===== config.mk =====
export PLATFORM = sky130hd
export DESIGN_NAME = seq_restoring_divider
export DESIGN_NICKNAME = d
export VERILOG_FILES = /design/src/rtl/div_pkg.sv /design/src/rtl/div_trial_subtractor.sv /design/src/rtl/seq_restoring_divider.sv
export SDC_FILE = /design/constraint.sdc
export NUM_CORES = 1
export LEC_CHECK = 0
export BUFFER_PORTS_ARGS = -buffer_cell sky130_fd_sc_hd__buf_2
export CAP_MARGIN = 5
export CORE_MARGIN = 1
export CORE_UTILIZATION = 30
export CTS_CLUSTER_SIZE = 16
export DETAILED_ROUTE_END_ITERATION = 6
export PLACE_DENSITY_LB_ADDON = 0.1
export SETUP_SLACK_MARGIN = 0.02
export SYNTH_ARGS = -nofsm -noshare
export SYNTH_HDL_FRONTEND = slang
export SYNTH_SLANG_ARGS = --single-unit

===== constraint.sdc =====
create_clock -name clk -period 2.5 [get_ports clk]
set_input_delay 0.25 -clock clk [delete_from_list [all_inputs] [get_ports clk]]
set_output_delay 0.25 -clock clk [all_outputs]
set_load 0.02 [all_outputs]

===== src/rtl/div_pkg.sv =====
// Shared definitions for the sequential restoring divider.
//   div_state_e    : controller states (IDLE, RUN, DONE)
//   DIV_WIDTH      : default operand/result width
//   div_cnt_w()    : iteration-counter width for a given operand width
//   DIV_CNT_W      : counter width for the default operand width
//   DIV0_QUOT_FILL : bit replicated across the quotient on divide by zero
package div_pkg;

  typedef enum logic [1:0] {
    IDLE = 2'd0,
    RUN  = 2'd1,
    DONE = 2'd2
  } div_state_e;

  localparam int DIV_WIDTH = 8;

  // The counter must be able to hold values 0..width.
  function automatic int div_cnt_w(input int width);
    return $clog2(width + 1);
  endfunction

  localparam int DIV_CNT_W = div_cnt_w(DIV_WIDTH);

  localparam logic DIV0_QUOT_FILL = 1'b1;

endpackage


===== src/rtl/div_trial_subtractor.sv =====
// Trial subtraction for one restoring-division step.
//   s       in  WIDTH+1  shifted partial remainder {P[WIDTH-1:0], Q msb}
//   divisor in  WIDTH    divisor magnitude
//   t       out WIDTH    low bits of s - divisor (new P when non_neg)
//   non_neg out 1        high when s >= divisor (new quotient bit)
module div_trial_subtractor
  import div_pkg::*;
#(
  parameter int WIDTH = DIV_WIDTH
) (
  input  logic [WIDTH:0]   s,
  input  logic [WIDTH-1:0] divisor,
  output logic [WIDTH-1:0] t,
  output logic             non_neg
);

  logic [WIDTH:0] diff;

  assign diff    = s - {1'b0, divisor};
  assign t       = diff[WIDTH-1:0];
  assign non_neg = ~diff[WIDTH];

endmodule


===== src/rtl/seq_restoring_divider.sv =====
// Multi-cycle unsigned restoring divider behind a start/done handshake.
// One trial subtraction per RUN cycle, WIDTH cycles per division.
//   clk, reset         : clock, synchronous active-high reset
//   start              : request, honoured only in IDLE or DONE
//   dividend, divisor  : operands, captured when start is accepted
//   busy               : high while iterating
//   done               : one-cycle pulse when results are loaded
//   quotient/remainder : results, held until the next accepted start
//   div_by_zero        : set with results when divisor was zero
// Optional build macro SEQ_DIV_SIGNED_EN adds signed_op (two's complement
// operands, truncating division) and overflow (most-negative / -1).
module seq_restoring_divider
  import div_pkg::*;
#(
  parameter int WIDTH = DIV_WIDTH
) (
  input  logic             clk,
  input  logic             reset,
  input  logic             start,
  input  logic [WIDTH-1:0] dividend,
  input  logic [WIDTH-1:0] divisor,
`ifdef SEQ_DIV_SIGNED_EN
  input  logic             signed_op,
  output logic             overflow,
`endif
  output logic             busy,
  output logic             done,
  output logic [WIDTH-1:0] quotient,
  output logic [WIDTH-1:0] remainder,
  output logic             div_by_zero
);

  localparam int CNT_W = div_cnt_w(WIDTH);
  localparam logic [CNT_W-1:0] LAST_ITER = CNT_W'(WIDTH - 1);

  div_state_e       state_r, state_d;
  logic [WIDTH-1:0] part_rem_r, shift_q_r, divisor_r;
  logic [CNT_W-1:0] iter_cnt_r;
  logic             accept, in_run, divisor_zero, last_iter;
  logic [WIDTH:0]   trial_s;
  logic [WIDTH-1:0] trial_t;
  logic             trial_ok;
  logic [WIDTH-1:0] next_rem, next_q;
  logic [WIDTH-1:0] dvd_mag, dvs_mag, quot_res, rem_res;

  assign in_run       = (state_r == RUN);
  assign accept       = start && ((state_r == IDLE) || (state_r == DONE));
  assign divisor_zero = (divisor == '0);
  assign last_iter    = (iter_cnt_r == LAST_ITER);

  assign trial_s = {part_rem_r, shift_q_r[WIDTH-1]};

  div_trial_subtractor #(.WIDTH(WIDTH)) u_trial (
    .s       (trial_s),
    .divisor (divisor_r),
    .t       (trial_t),
    .non_neg (trial_ok)
  );

  // Restore on a negative trial by keeping the shifted value. The partial
  // remainder stays below the divisor, so WIDTH bits always hold it.
  assign next_rem = trial_ok ? trial_t : trial_s[WIDTH-1:0];
  assign next_q   = {shift_q_r[WIDTH-2:0], trial_ok};

`ifdef SEQ_DIV_SIGNED_EN
  localparam logic [WIDTH-1:0] MOST_NEG = {1'b1, {(WIDTH-1){1'b0}}};

  logic neg_quot_r, neg_rem_r, ovf_r;

  function automatic logic [WIDTH-1:0] apply_sign(input logic [WIDTH-1:0] mag,
                                                  input logic             neg);
    return neg ? (~mag + 1'b1) : mag;
  endfunction

  // The core always divides magnitudes; signs are stripped at capture and
  // reapplied when results are loaded, so latency is unchanged.
  assign dvd_mag  = apply_sign(dividend, signed_op && dividend[WIDTH-1]);
  assign dvs_mag  = apply_sign(divisor,  signed_op && divisor[WIDTH-1]);
  assign quot_res = apply_sign(next_q,   neg_quot_r);
  assign rem_res  = apply_sign(next_rem, neg_rem_r);

  always_ff @(posedge clk) begin
    if (reset) begin
      neg_quot_r <= 1'b0;
      neg_rem_r  <= 1'b0;
      ovf_r      <= 1'b0;
      overflow   <= 1'b0;
    end else if (accept) begin
      neg_quot_r <= signed_op && (dividend[WIDTH-1] ^ divisor[WIDTH-1]);
      neg_rem_r  <= signed_op && dividend[WIDTH-1];
      ovf_r      <= signed_op && (dividend == MOST_NEG) && (divisor == '1);
      if (divisor_zero) overflow <= 1'b0;
    end else if (in_run && last_iter) begin
      overflow <= ovf_r;
    end
  end
`else
  assign dvd_mag  = dividend;
  assign dvs_mag  = divisor;
  assign quot_res = next_q;
  assign rem_res  = next_rem;
`endif

  always_ff @(posedge clk) begin
    if (reset) state_r <= IDLE;
    else       state_r <= state_d;
  end

  always_comb begin
    state_d = state_r;
    busy    = 1'b0;
    done    = 1'b0;
    case (state_r)
      IDLE: begin
        if (start) state_d = divisor_zero ? DONE : RUN;
      end
      RUN: begin
        busy = 1'b1;
        if (last_iter) state_d = DONE;
      end
      DONE: begin
        done = 1'b1;
        if (start) state_d = divisor_zero ? DONE : RUN;
        else       state_d = IDLE;
      end
      default: state_d = IDLE;
    endcase
  end

  // Results only change on entry to DONE; the previous answer stays
  // readable while the next division iterates.
  always_ff @(posedge clk) begin
    if (reset) begin
      part_rem_r  <= '0;
      shift_q_r   <= '0;
      divisor_r   <= '0;
      iter_cnt_r  <= '0;
      quotient    <= '0;
      remainder   <= '0;
      div_by_zero <= 1'b0;
    end else if (accept) begin
      part_rem_r <= '0;
      shift_q_r  <= dvd_mag;
      divisor_r  <= dvs_mag;
      iter_cnt_r <= '0;
      if (divisor_zero) begin
        quotient    <= {WIDTH{DIV0_QUOT_FILL}};
        remainder   <= dividend;
        div_by_zero <= 1'b1;
      end
    end else if (in_run) begin
      part_rem_r <= next_rem;
      shift_q_r  <= next_q;
      iter_cnt_r <= iter_cnt_r + CNT_W'(1);
      if (last_iter) begin
        quotient    <= quot_res;
        remainder   <= rem_res;
        div_by_zero <= 1'b0;
      end
    end
  end

endmodule


[Word level (Yosys, flattened, before mapping)]
Index checks and enable logic that the tools add are counted.
Word-level totals
  flip-flop bits (word level): 47
  input port bits: 19
  output and inout port bits: 19
  word-level logic and storage cells: 48
Operators by class
  $add $sub $neg: 2
  equal/unequal tests: 6
  multiplexer cells: 22
  bitwise gates (word level): 1
  reduce and logical (&&, ||, !) cells: 9
Operators with widths (number)
  $mux 8: 11
  $sub 9x8->9: 1
  $logic_not 8->1: 1
  $mux 2: 4
  $mux 1: 6
  $pmux 2 s3: 1
  $add 4x1->4 const B: 1
  $eq 4x3->1 const B: 1
  $ne 2x1->1 const B: 2
  $reduce_bool 2->1: 2
  $reduce_and 3->1: 1
  $eq 2x1->1 const B: 1
  $eq 2x2->1 const B: 1
  $logic_not 2->1: 1
  $ne 2x2->1 const B: 1
  $reduce_and 2->1: 1
  $reduce_or 2->1: 1
  $logic_and 1x1->1: 1
  $logic_or 1x1->1: 1
  $not 1->1: 1

[Longest topological paths before layout]
  word-level depth: 5
  mapped depth: 10
  gate-level depth less buffers: 9

[By module]
From an unflattened synthesis, not the netlist that was laid out.
Unflattened totals
  cells, all modules: 275
  area, all modules: 2358.5 um2
Modules (own cells, without submodules)
  seq_restoring_divider: times used 1, cells an instance 223, area each 1976.9 um2, sequential area each 940.9 um2
  div_trial_subtractor: times used 1, cells an instance 52, area each 381.6 um2, sequential area each 0.0 um2

[Worst setup path before layout]
Ideal clock, no wire load.
  kind: reg-to-reg
  start: reg shift_q_r[7]
  end: reg part_rem_r[3]
  setup time: 70 ps
  arrival time: 2284 ps
  required time: 2430 ps
  path slack: 146 ps
  cell stages (with the launch flop): 11
  buffers on the path: 1
  period minus slack after synthesis: 2354 ps
  path through: dfxtp_1 -> inv_1 -> ha_1 -> fa_1 -> nor2b_4 -> o31a_1 -> o21ai_0 -> or2_4 -> buf_6 -> o31a_1 -> a21oi_1
Between the ends
  longest elaborated chain between the ends: 2
Ends and longest elaborated chain
  start, declared: RTL line seq_restoring_divider.sv:37  | logic [WIDTH-1:0] part_rem_r, shift_q_r, divisor_r;
  start signal, assigned: RTL line seq_restoring_divider.sv:143  | shift_q_r <= dvd_mag;
  start signal, assigned: RTL line seq_restoring_divider.sv:153  | shift_q_r <= next_q;
  $sub 9x8->9: RTL line div_trial_subtractor.sv:19  | assign diff = s - {1'b0, divisor};
  $mux 8: RTL line seq_restoring_divider.sv:62  | assign next_rem = trial_ok ? trial_t : trial_s[WIDTH-1:0];
  end signal, assigned: RTL line seq_restoring_divider.sv:152  | part_rem_r <= next_rem;
  end, declared: RTL line seq_restoring_divider.sv:37
No other way between the ends.
A chain may end at the register's enable or synchronous reset.

[Final worst setup path]
  start: reg divisor_r[0]
  end: reg part_rem_r[0]
Between the ends
  longest elaborated chain between the ends: 2
Ends and longest elaborated chain
  start, declared: RTL line seq_restoring_divider.sv:37
  start signal, assigned: RTL line seq_restoring_divider.sv:144  | divisor_r <= dvs_mag;
  $sub 9x8->9: RTL line div_trial_subtractor.sv:19
  $mux 8: RTL line seq_restoring_divider.sv:62
No other way between the ends.

==> results <==
- For this block, the initial DRC count from the detailed router was 73.
- The TritonCTS sink count is 47.
- The floorplan step defined a die boundary enclosing 8020 um^2.
- Sorting the synthesized cells by how often they occur yields sky130_fd_sc_hd__dfxtp_1, sky130_fd_sc_hd__a21oi_1, sky130_fd_sc_hd__nand2_1.
- The count of input and output buffers is 37.
- Yosys mapped a number of flops with a built-in enable equal to 0.
- The completed layout was analyzed and its total power is 0.00182 W.
- The via count of the first global-routing pass is 2028.
- The arrival time reported for the critical path endpoint is 2670 ps.
- The number of cells on the worst reg-to-reg path is 8.
- The final route contains 2117 vias.
- The initial antenna violation count is 0.
- Yosys mapped the design onto 41 distinct sky130hd cell types.
- STA classifies the critical path endpoint as a flop.
- The signed area change from the synthesized netlist to the final layout is 22.8%.
- For the pin with the worst max-slew slack, the measured transition is 612 ps.
- The first-pass GRT wire length is 10400 um.
- After synthesis the cells add up to 2300 um^2.
- The fraction of synthesized cell area taken by the top area cell type is 0.409.
- Along the worst path, the maximum fanout reaches 7.
- In the global route stage, overall resource usage came out at 0.172.
- For the final database, setup skew stands at 9.29 ps.
- The total of warnings raised by yosys is 0.
- After filler insertion, the fill cell instance count of the layout stands at 776.
- The net count of the finished layout is 349.
- Headroom to the max-slew limit came out at 0.590.
- In the synthesized netlist, the number of instances is 279.
- The synthesized design spends more area on one cell type than any other, namely sky130_fd_sc_hd__dfxtp_1.
- The number of placed instances with taps included is 407.
- Counting flops and latches in the post-synthesis netlist gives 47.
- The number of nets still failing antenna checks after routing is 0.
- The peak ir drop on the vdd network is 0.000262 V.
- The antenna diode instance count is 0.
- The final-report hold violation count came to 0.
- The number of buffers between clock root and the deepest sink is 2.
- The leading register cell type out of synthesis is sky130_fd_sc_hd__dfxtp_1.
- The final critical-path share of the clock period is 0.991.
- The leakage dissipation is 1.18 nW.
- The finished cells cover 2820 um^2.
- STA puts the critical path data required time at 2690 ps.
- The most common cell in the synthesized netlist is sky130_fd_sc_hd__dfxtp_1.
- The tool flagged a number of max-cap violations equal to 0.
- In this run the cell area measured after placement is 2600 um^2.
- The maximum level of the CTS H-tree is 2.
- The pin count of the biggest net entering global routing is 29.
- The worst path in the final design needs a cycle of 2480 ps, including I/O delays and setup.
- Setup violations remaining at the end of the flow were counted as 0.
- The y dimension of the die is 89.5 um.
- The wire-length estimate of the detail-placed layout is 4580 um.
- After detailed routing, the average wire length per cell comes to 15.3 um.
- The kind of launch point of the worst setup path is a flop.
- The initialized floorplan defines 31 standard-cell rows.
- The worst hold path class is in2reg.
- The DRC violations left is 0.
- Before antenna repair, the detailed router went through 4 iterations.
- The placer's final routability congestion estimate is 0.793.
- The sequential fraction of the synthesis area is 0.409.
- The die width is 89.5 um.
- The total routed wirelength is 6390 um.
- The I/O pin total is 38.
- Of the cells placed in the final design, the portion with a size suffix greater than 1 is 0.247.
- The type of the worst setup path is reg2reg.
- The final max-slew violation count was 0.
- The core outline area is 7330 um^2.
- In the routed layout, each cell is associated on average with a via count of 5.05.
- At the end of the flow the core is filled with cells to 0.385.
- The worst hold path cell count is 3.
- The initial utilization of the core area, before any placement, comes to 0.314.
- Yosys attributes the largest share of cell area to sky130_fd_sc_hd__dfxtp_1, sky130_fd_sc_hd__a21oi_1, sky130_fd_sc_hd__nand2_1.
- The clock tree from TritonCTS is yes.
- The power per unit of standard cell area is 645 nW/um^2.
- The clock reaches the later pin of the worst-skew pair after 300 ps.
- CTS placed an instance of sky130_fd_sc_hd__clkbuf_8 at the clock tree root.
- Derived from the worst setup path, the maximum achievable clock frequency is 0.404 GHz.
- The post-synthesis async set-or-reset flop share is 0.
- The flow ran to the end, and the final reports show no timing, DRC or antenna violations.
- For this design, the CTS-stage hold fixing added 0 buffers.
- The clock-pin slew reported for the worst setup and hold paths after clock tree synthesis is 90 ps.
- The number of clock buffers added by TritonCTS is 5.
- Setup repair after global routing could not meet its margin everywhere.
- The number of nets handed over by synthesis was 308.
- A synthesized cell averages 8.24 um^2.
- The total global routing overflow is 0.
- The finished layout holds 419 standard cells, fillers aside.
power by group:
| group | internal [W] | leakage, nW | switching, W |
|---|---|---|---|
| logic | 0.000211 | 0.744 | 0.000246 |
| clock network | 0.000293 | 0.0502 | 0.000266 |
| registers | 0.000778 | 0.383 | 0.0000249 |
routing by layer:
metal	wire, um	global-route usage	up-vias
met5	0	0	-
met4	53	0.0375	0
met3	201	0.0360	6
met2	3160	0.291	28
met1	2980	0.226	1002
li1	-	-	1081
worst paths after layout:
path	from	endpoint	slack, ps
min	divisor[5]	divisor_r[5]	200
max reg2reg	divisor_r[0]	part_rem_r[0]	20
max	divisor_r[0]	part_rem_r[0]	20
min reg2reg	divisor_r[4]	divisor_r[4]	460
worst max-delay path, cell delays in order (launching register included):
cell and delay [ps]:
sky130_fd_sc_hd__dfxtp_1 400, sky130_fd_sc_hd__ha_4 160, sky130_fd_sc_hd__fa_2 230, sky130_fd_sc_hd__nor2b_4 50, sky130_fd_sc_hd__o31a_1 330, sky130_fd_sc_hd__o311a_4 380
sky130_fd_sc_hd__or2_4 290, sky130_fd_sc_hd__or4_1 420, sky130_fd_sc_hd__o311ai_0 110
flip-flops by register name, indices dropped and copies added, names as in the netlist:
register / count
remainder: 8
quotient: 8
div_by_zero: 1
iter_cnt_r: 4
part_rem_r: 8
divisor_r: 8
shift_q_r: 8
state_r: 2
logic make-up (layout without fill, tap and decap cells):
family / Yosys count / after routing / share of synthesized area
simple gates: 107 / 107 / 0.231
mux: 4 / 4 / 0.0185
xor+xnor: 5 / 5 / 0.0191
flops: 47 / 47 / 0.409
fa+ha+maj: 10 / 10 / 0.0577
compound gates: 78 / 78 / 0.216
buf+inv: 28 / 69 / 0.0490
per-stage QoR:
stage	hold WS, ps	TNS [ps]	worst slack, ps
final	195	0	23.3
after global routing	194	-66.3	-34.6
after floorplan	386	0	146
after CTS	185	0	53.3
after global placement	448	0	83.0
after detailed placement	449	-8.51	-8.51
timing repair:
action                                  CTS  global route
pin swaps                                 3             7
endpoints found under the setup margin    4            15
setup buffers                             2             3
gates resized for setup                   2            14
cell usage in the layout, fill, tap and decap left out, drive strengths merged, types with 3 or more instances in the layout:
| cell type | instances |
|---|---|
| nor2b | 3 |
| nand2b | 6 |
| xor2 | 3 |
| o22ai | 9 |
| inv | 11 |
| nand3 | 3 |
| or2 | 3 |
| a211oi | 5 |
| buf | 51 |
| a21oi | 35 |
| or4 | 3 |
| dfxtp | 47 |
| nand4 | 3 |
| and3 | 8 |
| o21ai | 8 |
| nor2 | 22 |
| nor3 | 16 |
| nor4 | 4 |
| clkbuf | 5 |
| nand2 | 31 |
| o31a | 3 |
| ha | 9 |
| a22oi | 9 |
final cells by class:
| cell class | count | area (um^2) | share of cell area |
|---|---|---|---|
| Inverter | 11 | 41.3 | 0.0146 |
| Clock buffer | 5 | 68.8 | 0.0244 |
| Timing Repair Buffer | 51 | 294 | 0.104 |
| Sequential cell | 47 | 943 | 0.334 |
| Tap cell | 99 | 124 | 0.0439 |
| Multi-Input combinational cell | 204 | 1310 | 0.465 |
| Clock inverter | 2 | 37.5 | 0.0133 |
(Power assumes the default switching activity.)
